[src/rtl/bram_stream_reader.sv]
`timescale 1ns/1ps
`default_nettype none
// ============================================================================
//  Module      : bram_stream_reader
//  Description : Reads a block of words from a shared single-port buffer and
//                streams them out on a valid/ready interface. Buffer writes
//                always win the shared port. A 2-entry output FIFO with
//                fall-through bypass sustains one beat per cycle.
//  Revision    : 1.0 - initial release
// ============================================================================
module bram_stream_reader #(
    parameter int ADDR_W = 16,
    parameter int DATA_W = 16
) (
    input  logic              clk,
    input  logic              rst_n,
    input  logic              start_in,
    input  logic [ADDR_W-1:0] base_addr_in,
    input  logic [ADDR_W:0]   length_in,
    input  logic              wr_enable_in,
    output logic [ADDR_W-1:0] rd_addr_out,
    output logic              rd_enable_out,
    input  logic [DATA_W-1:0] rd_data_in,
    input  logic              rd_valid_in,
    output logic [DATA_W-1:0] m_data_out,
    output logic              m_valid_out,
    input  logic              m_ready_in,
    output logic              m_last_out,
    output logic              busy_out,
    output logic              done_out
);

    typedef enum logic [1:0] {
        IDLE  = 2'd0,
        READ  = 2'd1,
        DRAIN = 2'd2
    } state_t;

    localparam logic [ADDR_W-1:0] c_addr_one = ADDR_W'(1);
    localparam logic [ADDR_W:0]   c_cnt_zero = '0;
    localparam logic [ADDR_W:0]   c_cnt_one  = (ADDR_W + 1)'(1);

    state_t            state_q, state_d;
    logic [ADDR_W-1:0] addr_q, addr_d;
    logic [ADDR_W:0]   issue_cnt_q, issue_cnt_d;
    logic [ADDR_W:0]   beat_cnt_q, beat_cnt_d;
    logic              inflight_q, inflight_d;
    logic              done_q, done_d;
    logic [DATA_W-1:0] fifo_q [2];
    logic [DATA_W-1:0] fifo_d [2];
    logic              wr_ptr_q, wr_ptr_d;
    logic              rd_ptr_q, rd_ptr_d;
    logic [1:0]        count_q, count_d;

    logic              w_credit;
    logic              w_rd_fire;
    logic              w_in_valid;
    logic              w_head_valid;
    logic              w_m_valid;
    logic [DATA_W-1:0] w_m_data;
    logic              w_pop;
    logic              w_push_fifo;
    logic              w_pop_fifo;
    logic              w_last_pop;

    // Read issue, FIFO bypass and handshake decode
    always_comb begin
        // Credit counts both stored words and the word still coming back
        w_credit     = (count_q + {1'b0, inflight_q}) < 2'd2;
        w_rd_fire    = (state_q == READ) && !wr_enable_in && w_credit;
        // Read data is only trusted when this block issued the read
        w_in_valid   = rd_valid_in && inflight_q && (state_q != IDLE);
        w_head_valid = (count_q != 2'd0);
        w_m_valid    = w_head_valid || w_in_valid;
        w_m_data     = w_head_valid ? fifo_q[rd_ptr_q] : rd_data_in;
        w_pop        = w_m_valid && m_ready_in;
        // An empty FIFO lets incoming data straight through when it is taken
        w_push_fifo  = w_in_valid && !(!w_head_valid && m_ready_in);
        w_pop_fifo   = w_head_valid && m_ready_in;
        w_last_pop   = w_pop && (beat_cnt_q == c_cnt_one);
    end

    // FIFO storage, pointers and occupancy next-state
    always_comb begin
        fifo_d[0] = fifo_q[0];
        fifo_d[1] = fifo_q[1];
        if (w_push_fifo) begin
            fifo_d[wr_ptr_q] = rd_data_in;
        end
        wr_ptr_d = wr_ptr_q ^ w_push_fifo;
        rd_ptr_d = rd_ptr_q ^ w_pop_fifo;
        count_d  = count_q + {1'b0, w_push_fifo} - {1'b0, w_pop_fifo};
    end

    // Transfer control FSM: next state, address and counters
    always_comb begin
        state_d     = state_q;
        addr_d      = addr_q;
        issue_cnt_d = issue_cnt_q;
        beat_cnt_d  = beat_cnt_q;
        inflight_d  = w_rd_fire;
        done_d      = 1'b0;

        if (w_pop) begin
            beat_cnt_d = beat_cnt_q - c_cnt_one;
        end

        case (state_q)
            IDLE: begin
                if (start_in) begin
                    if (length_in == c_cnt_zero) begin
                        done_d = 1'b1;
                    end else begin
                        addr_d      = base_addr_in;
                        issue_cnt_d = length_in;
                        beat_cnt_d  = length_in;
                        state_d     = READ;
                    end
                end
            end
            READ: begin
                if (w_rd_fire) begin
                    addr_d      = addr_q + c_addr_one;
                    issue_cnt_d = issue_cnt_q - c_cnt_one;
                    if (issue_cnt_q == c_cnt_one) begin
                        state_d = DRAIN;
                    end
                end
            end
            DRAIN: begin
                if (w_last_pop) begin
                    state_d = IDLE;
                    done_d  = 1'b1;
                end
            end
            default: begin
                state_d = IDLE;
            end
        endcase
    end

    // State, counter and FIFO registers
    always_ff @(posedge clk or negedge rst_n) begin
        if (!rst_n) begin
            state_q     <= IDLE;
            addr_q      <= '0;
            issue_cnt_q <= '0;
            beat_cnt_q  <= '0;
            inflight_q  <= 1'b0;
            done_q      <= 1'b0;
            fifo_q[0]   <= '0;
            fifo_q[1]   <= '0;
            wr_ptr_q    <= 1'b0;
            rd_ptr_q    <= 1'b0;
            count_q     <= 2'd0;
        end else begin
            state_q     <= state_d;
            addr_q      <= addr_d;
            issue_cnt_q <= issue_cnt_d;
            beat_cnt_q  <= beat_cnt_d;
            inflight_q  <= inflight_d;
            done_q      <= done_d;
            fifo_q[0]   <= fifo_d[0];
            fifo_q[1]   <= fifo_d[1];
            wr_ptr_q    <= wr_ptr_d;
            rd_ptr_q    <= rd_ptr_d;
            count_q     <= count_d;
        end
    end

    // Output drive; stream data is zeroed whenever no beat is offered
    always_comb begin
        rd_enable_out = w_rd_fire;
        rd_addr_out   = addr_q;
        m_valid_out   = w_m_valid;
        m_data_out    = w_m_valid ? w_m_data : '0;
        m_last_out    = w_m_valid && (beat_cnt_q == c_cnt_one);
        busy_out      = (state_q != IDLE);
        done_out      = done_q;
    end

endmodule
`default_nettype wire

[config.mk]
export PLATFORM = sky130hd
export DESIGN_NAME = bram_stream_reader
export DESIGN_NICKNAME = d
export VERILOG_FILES = /design/src/rtl/bram_stream_reader.sv
export SDC_FILE = /design/constraint.sdc
export NUM_CORES = 1
export LEC_CHECK = 0
export ABC_CLOCK_PERIOD_IN_PS = 2300
export BUFFER_PORTS_ARGS = -buffer_cell sky130_fd_sc_hd__buf_2
export CAP_MARGIN = 20
export CELL_PAD_IN_SITES_DETAIL_PLACEMENT = 1
export CELL_PAD_IN_SITES_GLOBAL_PLACEMENT = 1
export CORE_MARGIN = 5
export CORE_UTILIZATION = 39
export CTS_CLUSTER_SIZE = 24
export DETAILED_ROUTE_END_ITERATION = 12
export GPL_ROUTABILITY_DRIVEN = 0
export HOLD_SLACK_MARGIN = 0.12
export PLACE_DENSITY = 0.88
export SYNTH_ARGS = -nofsm -noshare
export SYNTH_HDL_FRONTEND = slang
export SYNTH_SLANG_ARGS = --single-unit
[constraint.sdc]
create_clock -name clk -period 2.3 [get_ports clk]
set_clock_uncertainty 0.1 [all_clocks]
set_input_delay 0.345 -clock clk [delete_from_list [all_inputs] [get_ports clk]]
set_output_delay 0.345 -clock clk [all_outputs]
set_load 0.005 [all_outputs]
==> impl_metrics.py <==
metrics = {
    "critical_path": {
        "cp-end-kind": "register",
        "cp_num_cells": 6,
        "reg2regPathDepth": 6,
        "crit_buf_inv": 1,
        "path_class": "reg2reg",
        "startpoint_type": "register",
        "crit_required_ns": 2.43,
        "crit_chain": "or2_2 -> a311o_1 -> nand3_1 -> buf_12 -> nand2_1 -> a222oi_1",
        "critPathSlowestCell": "dfrtp_1",
        "path_delay_family": "simple AND/OR/NAND/NOR gates",
        "reg2reg_slack_ns": 0.12,
        "crit_fanout": 33,
        "worstPathArrival_ns": 2.31,
        "slowest_delay_ns": 0.42,
    },
    "run_status": {
        "run_status": "completed",
    },
    "timing": {
        "setup-violations-final": 0,
        "tightest_slew_ns": 0.551,
        "finalSetupTns_ns": 0,
        "period_needed_ns": 2.18,
        "final_hold_viol_count": 0,
        "max_slew_margin_pct": 62.9,
        "hold_ws_ns": 0.134,
        "drv_slew": 0,
        "period_share_pct": 94.8,
        "max_freq_ghz": 0.459,
    },
    "cts": {
        "cts.sinks": 90,
        "clk-insertion-delay-late_ns": 0.35,
        "cts_buffers": 9,
        "cts.htree.levels": 3,
        "clockBufferDepth": 2,
        "clk_pin_slew_ns": 0.07,
        "cts-root-buf": "clkbuf_16",
        "cts_tree": "done",
    },
    "placement": {
        "port-buffer-count": 91,
        "place_area_mm2": 0.00585,
        "dp_hpwl_um": 11600,
    },
    "logic_synthesis": {
        "yosysSeqAreaShare_pct": 44.9,
        "synth_area_mm2": 0.00502,
        "synth_top_area_share_pct": 44.9,
        "yosys_warnings": 0,
        "synth_cells": 530,
        "synth_compound_area_share_pct": 17.5,
        "synth_top_family_by_area": "simple AND/OR/NAND/NOR gates",
        "synth_mux_area_share_pct": 10.4,
        "syn-num-nets": 594,
        "synthAdderAreaFrac_pct": 2.24,
        "synth_edf_count": 0,
        "ys_types": 65,
        "post-synth-top-area-cell": "dfrtp_1",
        "synthXorXnorAreaFrac_pct": 3.14,
        "synth_area_leaders": "dfrtp_1 45%, mux2_2 7.2%, nand2_1 4.6%",
        "synth-seq-cells": 90,
        "synthSimpleGateAreaFrac_pct": 18.1,
        "syn_area_per_cell_um2": 9.46,
        "synth_ff_type": "dfrtp_1",
        "async_flop_share_pct": 100,
    },
    "finish": {
        "mostFrequentLayoutCells": "90 x dfrtp_1, 90 x buf_2, 61 x nand2_1",
        "diodes": 0,
        "design_area_mm2": 0.00620,
        "drive_gt1_share_pct": 30.2,
        "nets": 705,
        "final_util_pct": 49.1,
        "syn_to_final_growth_pct": 23.6,
    },
    "drt": {
        "vias": 4691,
        "routed_wl_um": 15600,
        "dr.first_iter.drc_count": 207,
        "drc": 0,
        "firstDrtPassIters": 4,
        "wl_per_cell_um": 19.1,
        "antenna_left": 0,
        "post_drt_via_cell_ratio": 5.73,
    },
    "global_routing": {
        "grt_antenna_before_repair": 0,
        "grt_max_degree": 40,
        "grt_pass1_vias": 5063,
        "globalRouteOverflowTotal": 0,
        "grt_usage_pct": 21.3,
        "grt_pass1_wl_um": 25400,
    },
    "die": {
        "start_util_pct": 39.7,
        "die_area_mm2": 0.0152,
        "die_y_um": 123,
        "core.rowCount": 41,
        "die_w_um": 123,
        "io_pins": 92,
        "core_mm2": 0.0126,
    },
    "power_and_ir_drop": {
        "power.density_mw_per_mm2": 1270,
        "finalPower_mw": 7.85,
        "ir_worst_vdd_mv": 0.465,
        "p_leak_nw": 2.72,
    },
    "min_path": {
        "hold_depth": 3,
        "min_path_type": "in2reg",
    },
    "flow_run": {
        "drv_cap": 0,
    },
}
-- repair_timing --
action / in CTS / in global routing
resized for setup: 2 / 3
buffers inserted: 0 / 3
hold buffers: 1 / 0
hold endpoints to repair: 36 / 0
setup endpoints to repair: 16 / 14
pin swaps: 0 / 3
-- through the flow --
step	setup WS (ns)	cells
after global placement	0.0132	798
final	0.120	818
after CTS	0.0592	815
after floorplan	0.0956	530
after global routing	-0.00400	818
after detailed placement	-0.0887	798
-- sequential cells by signal (all words and copies together), names as in the netlist --
name and flops:
beat_cnt_q 17, count_q 2, done_out 1, fifo_q 32
inflight_q 1, issue_cnt_q 17, rd_addr_out 16, rd_ptr_q 1
state_q 2, wr_ptr_q 1
-- worst min-delay path, delay by kind of cell --
family / cells / cell delay [ns]
buf+inv: 1 / 0.07
simple gates: 2 / 0.13
-- cell usage after synthesis, drive strengths merged, types with 2 or more instances --
cell type and n:
a211oi 2, a21o 2, a21oi 38, a22oi 2
a31oi 6, and3 5, buf 10, clkbuf 18
dfrtp 90, ha 9, inv 17, mux2 32
mux2i 16, nand2 61, nand2b 2, nand3 17
nand4 5, nor2 36, nor2b 2, nor3 20
nor3b 4, nor4 11, nor4b 2, o211ai 5
o21a 4, o21ai 51, o22a 4, o22ai 8
o2bb2a 2, o31ai 2, o32ai 4, or2 2
or3 3, or4 5, xnor2 13, xor2 5
-- routing by layer --
layer  GRT usage, %  wire length, um
met1           27.0             6550
met2           36.2             7890
met3           3.25              757
met4           9.20              425
met5              0                0
-- cell type report --
cell class                      count  area (um2)
Tap cell                          172         215
Timing Repair Buffer              128         788
Clock buffer                       10         229
Sequential cell                    90        2250
Multi-Input combinational cell    395        2600
Inverter                           17        63.8
Fill cell                        1501        6420
Clock inverter                      6        48.8
-- where the power goes --
part | internal, mW | switching, mW | total, mW
Clock | 0.747 | 0.664 | 1.41
Combinational | 1.62 | 1.83 | 3.44
Sequential | 2.31 | 0.687 | 2.99
-- path summary, 6_finish.rpt --
kind	from	to
max	state_q[0]	rd_addr_out[8]
min	base_addr_in[0]	rd_addr_out[0]
max reg2reg	state_q[0]	rd_addr_out[8]
min reg2reg	rd_ptr_q	rd_ptr_q
max in group asynchronous	rst_n	beat_cnt_q[10]
min in group asynchronous	rst_n	beat_cnt_q[2]
-- cell families after synthesis --
logic type | after synthesis
XOR/XNOR | 18
multiplexers | 48
AND/OR/NAND/NOR | 179
adder cells (fa/ha/maj) | 9
flip-flops | 90
AO/OA/AOI/OAI | 141
buffers and inverters | 45
Power figures use the tool's default switching activity.
